### config.mk
export PLATFORM = sky130hd
export DESIGN_NAME = gpu_instruction_scheduler
export DESIGN_NICKNAME = d
export VERILOG_FILES = /design/src/rtl/gpu_instruction_scheduler.sv
export SDC_FILE = /design/constraint.sdc
export NUM_CORES = 1
export LEC_CHECK = 0
export CORE_MARGIN = 2
export CORE_UTILIZATION = 40
export CTS_CLUSTER_SIZE = 20
export DETAILED_ROUTE_END_ITERATION = 10
export PLACE_DENSITY_LB_ADDON = 0.2
export SYNTH_ARGS = -nofsm -noshare
export SYNTH_HDL_FRONTEND = slang
export SYNTH_SLANG_ARGS = --single-unit
### constraint.sdc
create_clock -name i_clk -period 3.05 [get_ports i_clk]
set_input_delay 0.4575 -clock i_clk [delete_from_list [all_inputs] [get_ports i_clk]]
set_output_delay 0.4575 -clock i_clk [all_outputs]
set_load 0.05 [all_outputs]
### src/rtl/gpu_instruction_scheduler.sv
// gpu_instruction_scheduler: assembles host bytes into 32-bit instructions, buffers and issues them.
// Define VBLANK_GATE_EN to restrict issue to vertical blanking.
module gpu_instruction_scheduler #(
    parameter int FIFO_AW     = 2,
    parameter int TIMEOUT_CYC = 1023
) (
    input  logic               i_clk,
    input  logic               i_rst_n,
    input  logic [7:0]         i_byte,
    input  logic               i_byte_valid,
    output logic               o_byte_ready,
    input  logic               i_vblank,
    output logic [31:0]        o_instruction,
    output logic               o_instruction_ready,
    output logic [FIFO_AW:0]   o_fifo_count,
    output logic               o_timeout
);
    localparam int DEPTH = 1 << FIFO_AW;
    localparam int TW    = $clog2(TIMEOUT_CYC + 1);

    logic [1:0]          rst_sync;
    logic                rst_n;
    logic [1:0]          idx, cur_idx;
    logic [23:0]         partial;
    logic [TW-1:0]       timer;
    logic [FIFO_AW-1:0]  wr_ptr, rd_ptr;
    logic [31:0]         mem [DEPTH];
    logic [FIFO_AW:0]    count_next;
    logic                window_open, accept, expire, word_done, flush, push, pop;

`ifdef VBLANK_GATE_EN
    assign window_open = i_vblank;
`else
    logic unused_vblank;
    assign unused_vblank = i_vblank;
    assign window_open   = 1'b1;
`endif

    // reset asserts immediately, releases two edges later
    always_ff @(posedge i_clk or negedge i_rst_n)
        if (!i_rst_n) rst_sync <= '0;
        else          rst_sync <= {rst_sync[0], 1'b1};
    assign rst_n = rst_sync[1];

    always_comb begin
        accept     = i_byte_valid && o_byte_ready;
        expire     = idx != 2'd0 && timer == TW'(TIMEOUT_CYC);
        cur_idx    = expire ? 2'd0 : idx;
        word_done  = accept && cur_idx == 2'd3;
        flush      = word_done && partial[7:0] == 8'hFF;
        push       = word_done && partial[7:0] != 8'h00 && partial[7:0] != 8'hFF;
        pop        = !flush && o_fifo_count != '0 && window_open;
        count_next = flush ? '0 : o_fifo_count + (FIFO_AW+1)'(push) - (FIFO_AW+1)'(pop);
    end

    always_ff @(posedge i_clk or negedge rst_n)
        if (!rst_n) begin
            idx                 <= '0;
            partial             <= '0;
            timer               <= '0;
            wr_ptr              <= '0;
            rd_ptr              <= '0;
            o_fifo_count        <= '0;
            o_byte_ready        <= 1'b0;
            o_instruction       <= '0;
            o_instruction_ready <= 1'b0;
            o_timeout           <= 1'b0;
        end else begin
            idx   <= accept ? cur_idx + 2'd1 : cur_idx;
            if (accept && cur_idx != 2'd3) partial[8*cur_idx +: 8] <= i_byte;
            timer <= (accept || expire || idx == 2'd0) ? '0 : timer + TW'(1);
            o_timeout    <= expire;
            wr_ptr       <= flush ? '0 : wr_ptr + FIFO_AW'(push);
            rd_ptr       <= flush ? '0 : rd_ptr + FIFO_AW'(pop);
            o_fifo_count <= count_next;
            o_byte_ready <= count_next != (FIFO_AW+1)'(DEPTH);
            if (pop) o_instruction <= mem[rd_ptr];
            o_instruction_ready <= pop;
        end

    always_ff @(posedge i_clk)
        if (push) mem[wr_ptr] <= {i_byte, partial};
endmodule
==> impl_metrics.env <==
export IMPL_power_leakage_nw=3.52
export IMPL_drt_antenna_violating_nets=0
export IMPL_report_final_hold_viol_count=0
export IMPL_fp_dieH_um=146
export IMPL_synth_largest_area_cell="sky130_fd_sc_hd__edfxtp_1"
export IMPL_final_setup_violation_count=0
export IMPL_port_buffer_count=48
export IMPL_vdd_ir_drop_worst_uv=783
export IMPL_r2r_cells=16
export IMPL_die_area_sq_mm=0.0213
export IMPL_cts_num_sinks=208
export IMPL_firstDrtPassIters=4
export IMPL_die_width_um=146
export IMPL_totalNegativeSetupSlack_ns=0
export IMPL_worst_hold_path_type="in -> async"
export IMPL_worst_path_max_fanout=4
export IMPL_yosys_register_bits=208
export IMPL_setup_worst_path_class="reg -> reg"
export IMPL_number_of_antenna_violations_at_the_first_check_in_global_routing=0
export IMPL_skew_ns=0.00826
export IMPL_timing_final_crit_share_pct=99.3
export IMPL_crit_path_end_kind="flop"
export IMPL_rsz_0062_raised_after_global_routing="true"
export IMPL_dp_cells=743
export IMPL_async_reset_ff_share_pct=38.5
export IMPL_synth_commonest_cells="sky130_fd_sc_hd__edfxtp_1 (128), sky130_fd_sc_hd__dfrtp_1 (80), sky130_fd_sc_hd__mux4_2 (32)"
export IMPL_layoutNonFillerInstCount=785
export IMPL_detailedPlacementHpwl_um=8710
export IMPL_cts_clk_slew_worst_paths_ns=0.06
export IMPL_synth_seq_area_share_pct=72.6
export IMPL_first_global_vias=4443
export IMPL_synth_top_cells_by_area="sky130_fd_sc_hd__edfxtp_1 (48%), sky130_fd_sc_hd__dfrtp_1 (25%), sky130_fd_sc_hd__mux4_2 (8.9%), sky130_fd_sc_hd__mux2_2 (4.1%), sky130_fd_sc_hd__a32o_1 (2.0%)"
export IMPL_synthCells=424
export IMPL_ctsHtreeMaxLevel=1
export IMPL_design_core_area_sq_mm=0.0196
export IMPL_initial_core_util_pct=41.1
export IMPL_avgRoutedWirePerCell_um=19.1
export IMPL_timing_max_transition_violations_final=0
export IMPL_clk_latency_ns=0.49
export IMPL_synth_yosys_warnings=0
export IMPL_nets=526
export IMPL_relSlewSlack_pct=29.2
export IMPL_drt_iter0_markers=206
export IMPL_max_freq_ghz=0.330
export IMPL_post_synth_cell_area_avg_sq_um=19.0
export IMPL_num_rows=51
export IMPL_netlist_cell_type_count=43
export IMPL_final_setup_worst_slack_ns=0.0229
export IMPL_vias_per_cell=5.18
export IMPL_run_status="complete, no violations"
export IMPL_timing_critical_path_required_ns=3.47
export IMPL_max_cap_viol_count=0
export IMPL_power_per_cell_area_mw_per_mm2=1030
export IMPL_post_route_cells_drive_above_1_share_pct=28.1
export IMPL_clock_tree_from_tritoncts="yes"
export IMPL_arrival_ns=3.44
export IMPL_number_of_synthesized_flops_with_an_enable_pin=128
export IMPL_crit_path_start_kind="flop"
export IMPL_yosysTopAreaCellShare_pct=47.7
export IMPL_dpl_worst_slack_ns=-0.110
export IMPL_syn_nets=446
export IMPL_r2r_slack_ns=0.02
export IMPL_cts_root_buffer="sky130_fd_sc_hd__clkbuf_16"
export IMPL_gr_total_overflow=0
export IMPL_detailroute_via_count=4065
export IMPL_first_pass_grt_wire_length_um=24400
export IMPL_n_fill_cell=1622
export IMPL_clk_path_buf_depth=3
export IMPL_cts_buffers=23
export IMPL_yosys_cell_count_top_type="sky130_fd_sc_hd__edfxtp_1"
export IMPL_final_period_minus_worst_setup_slack_ns=3.03
export IMPL_number_of_antenna_repair_diodes=0
export IMPL_pin_count_of_the_biggest_net_entering_global_routing=79
export IMPL_detail_route_wirelength_um=15000
export IMPL_area_growth_pct=22.3
export IMPL_groute_usage_overall_pct=14.5
export IMPL_routabilityCongestion=0.761
export IMPL_synth_main_ff_cell="sky130_fd_sc_hd__edfxtp_1"
export IMPL_post_synth_instance_area_sq_mm=0.00806
export IMPL_slew_at_the_pin_closest_to_its_max_slew_limit_ns=1.06
export IMPL_num_io_pins=50
export IMPL_drt_drc_violations_left=0
registers in the layout, summed over array words and instances (netlist names), 2 cells and up:
register and cells:
idx 2, rst_sync 2, o_fifo_count 3, rd_ptr 2, wr_ptr 2, timer 10
partial 24, mem 128, o_instruction 32
metrics by stage:
stage | utilization [%] | instance area (sq um) | hold WS (ns) | total power, W
4_1_cts | 50.3 | 9850 | 0.120 | 0.0103
5_1_grt | 50.3 | 9850 | 0.122 | 0.0107
2_1_floorplan | - | 8200 | 0.162 | 0.00666
3_5_place_dp | 46.6 | 9130 | 0.347 | 0.00773
6_report | 50.3 | 9850 | 0.133 | 0.0102
3_3_place_gp | 46.6 | 9130 | 0.340 | 0.00761
final cells by class:
cell class / count / area [sq um] / share of cell area [%]
Inverter: 7 / 31.3 / 0.317
Clock inverter: 4 / 25.0 / 0.254
Timing Repair Buffer: 73 / 734 / 7.45
Clock buffer: 37 / 678 / 6.88
Multi-Input combinational cell: 191 / 2200 / 22.3
Sequential cell: 208 / 5850 / 59.4
Tap cell: 265 / 332 / 3.37
cell families after synthesis:
| kind of cell | after synthesis | synth area share (%) |
|---|---|---|
| xor+xnor | 8 | 0.870 |
| mux | 64 | 13.4 |
| fa+ha+maj | 10 | 1.65 |
| simple gates | 68 | 5.02 |
| flops | 208 | 72.6 |
| compound gates | 40 | 4.44 |
| buf+inv | 25 | 1.99 |
| other cells | 1 | 0.0466 |
layout by cell type, fill, tap and decap left out, drive strengths merged, types with 2 or more instances in the layout:
master,Yosys,layout
clkbuf,4,37
buf,14,25
xnor2,6,6
dfrtp,80,80
mux2,32,32
clkdlybuf4s50,0,48
nor4b,2,2
nand4,5,5
a32o,16,16
nand4b,3,3
nand2,19,19
inv,7,8
o31ai,13,13
and3,2,2
clkinv,0,3
nor4,4,4
or3,5,5
nand3,4,4
or4,2,2
nor2b,6,6
a21oi,4,4
mux4,32,32
nor2,11,11
edfxtp,128,128
ha,9,9
o21ai,3,3
xor2,2,2
power breakdown:
part	internal [W]	leakage (nW)	total, W	switching (W)
sequential	0.00362	2.17	0.00408	0.000455
clock	0.00152	0.345	0.00254	0.00103
combinational	0.00159	1.00	0.00353	0.00194
critical path, stage by stage (launching register included):
cell and delay, ns:
sky130_fd_sc_hd__dfrtp_1 0.41, sky130_fd_sc_hd__ha_4 0.19, sky130_fd_sc_hd__nand4_4 0.11, sky130_fd_sc_hd__or3_4 0.13
sky130_fd_sc_hd__and2_4 0.15, sky130_fd_sc_hd__ha_4 0.15, sky130_fd_sc_hd__nand3_4 0.09, sky130_fd_sc_hd__a21o_4 0.20
sky130_fd_sc_hd__or2_4 0.23, sky130_fd_sc_hd__ha_4 0.23, sky130_fd_sc_hd__inv_2 0.06, sky130_fd_sc_hd__ha_4 0.11
sky130_fd_sc_hd__inv_2 0.03, sky130_fd_sc_hd__fa_2 0.34, sky130_fd_sc_hd__xnor2_2 0.14, sky130_fd_sc_hd__xnor2_1 0.20
sky130_fd_sc_hd__nor2b_2 0.18
metal layers:
layer	up-vias	track usage (%)	share of wire, %
li1	1850	-	-
met2	75	24.9	50
met3	24	2.16	3.8
met1	2116	19.5	44
met4	0	3.77	2.0
met5	-	0	0
path summary, 6_finish.rpt:
kind	startpoint	endpoint
min	i_rst_n	rst_sync[1]
min reg2reg	rst_sync[0]	rst_sync[1]
min in group i_clk	rst_sync[0]	rst_sync[1]
max in group asynchronous	rst_sync[1]	rd_ptr[0]
max	timer[1]	o_fifo_count[2]
max reg2reg	timer[1]	o_fifo_count[2]
what timing repair did:
| item | in CTS | in global routing |
|---|---|---|
| setup buffers | 1 | 0 |
| hold buffers | 0 | 0 |
| endpoints found under the setup margin | 2 | 2 |
| pin swaps | 4 | 4 |
| resized for setup | 3 | 1 |
(Power assumes the default switching activity.)
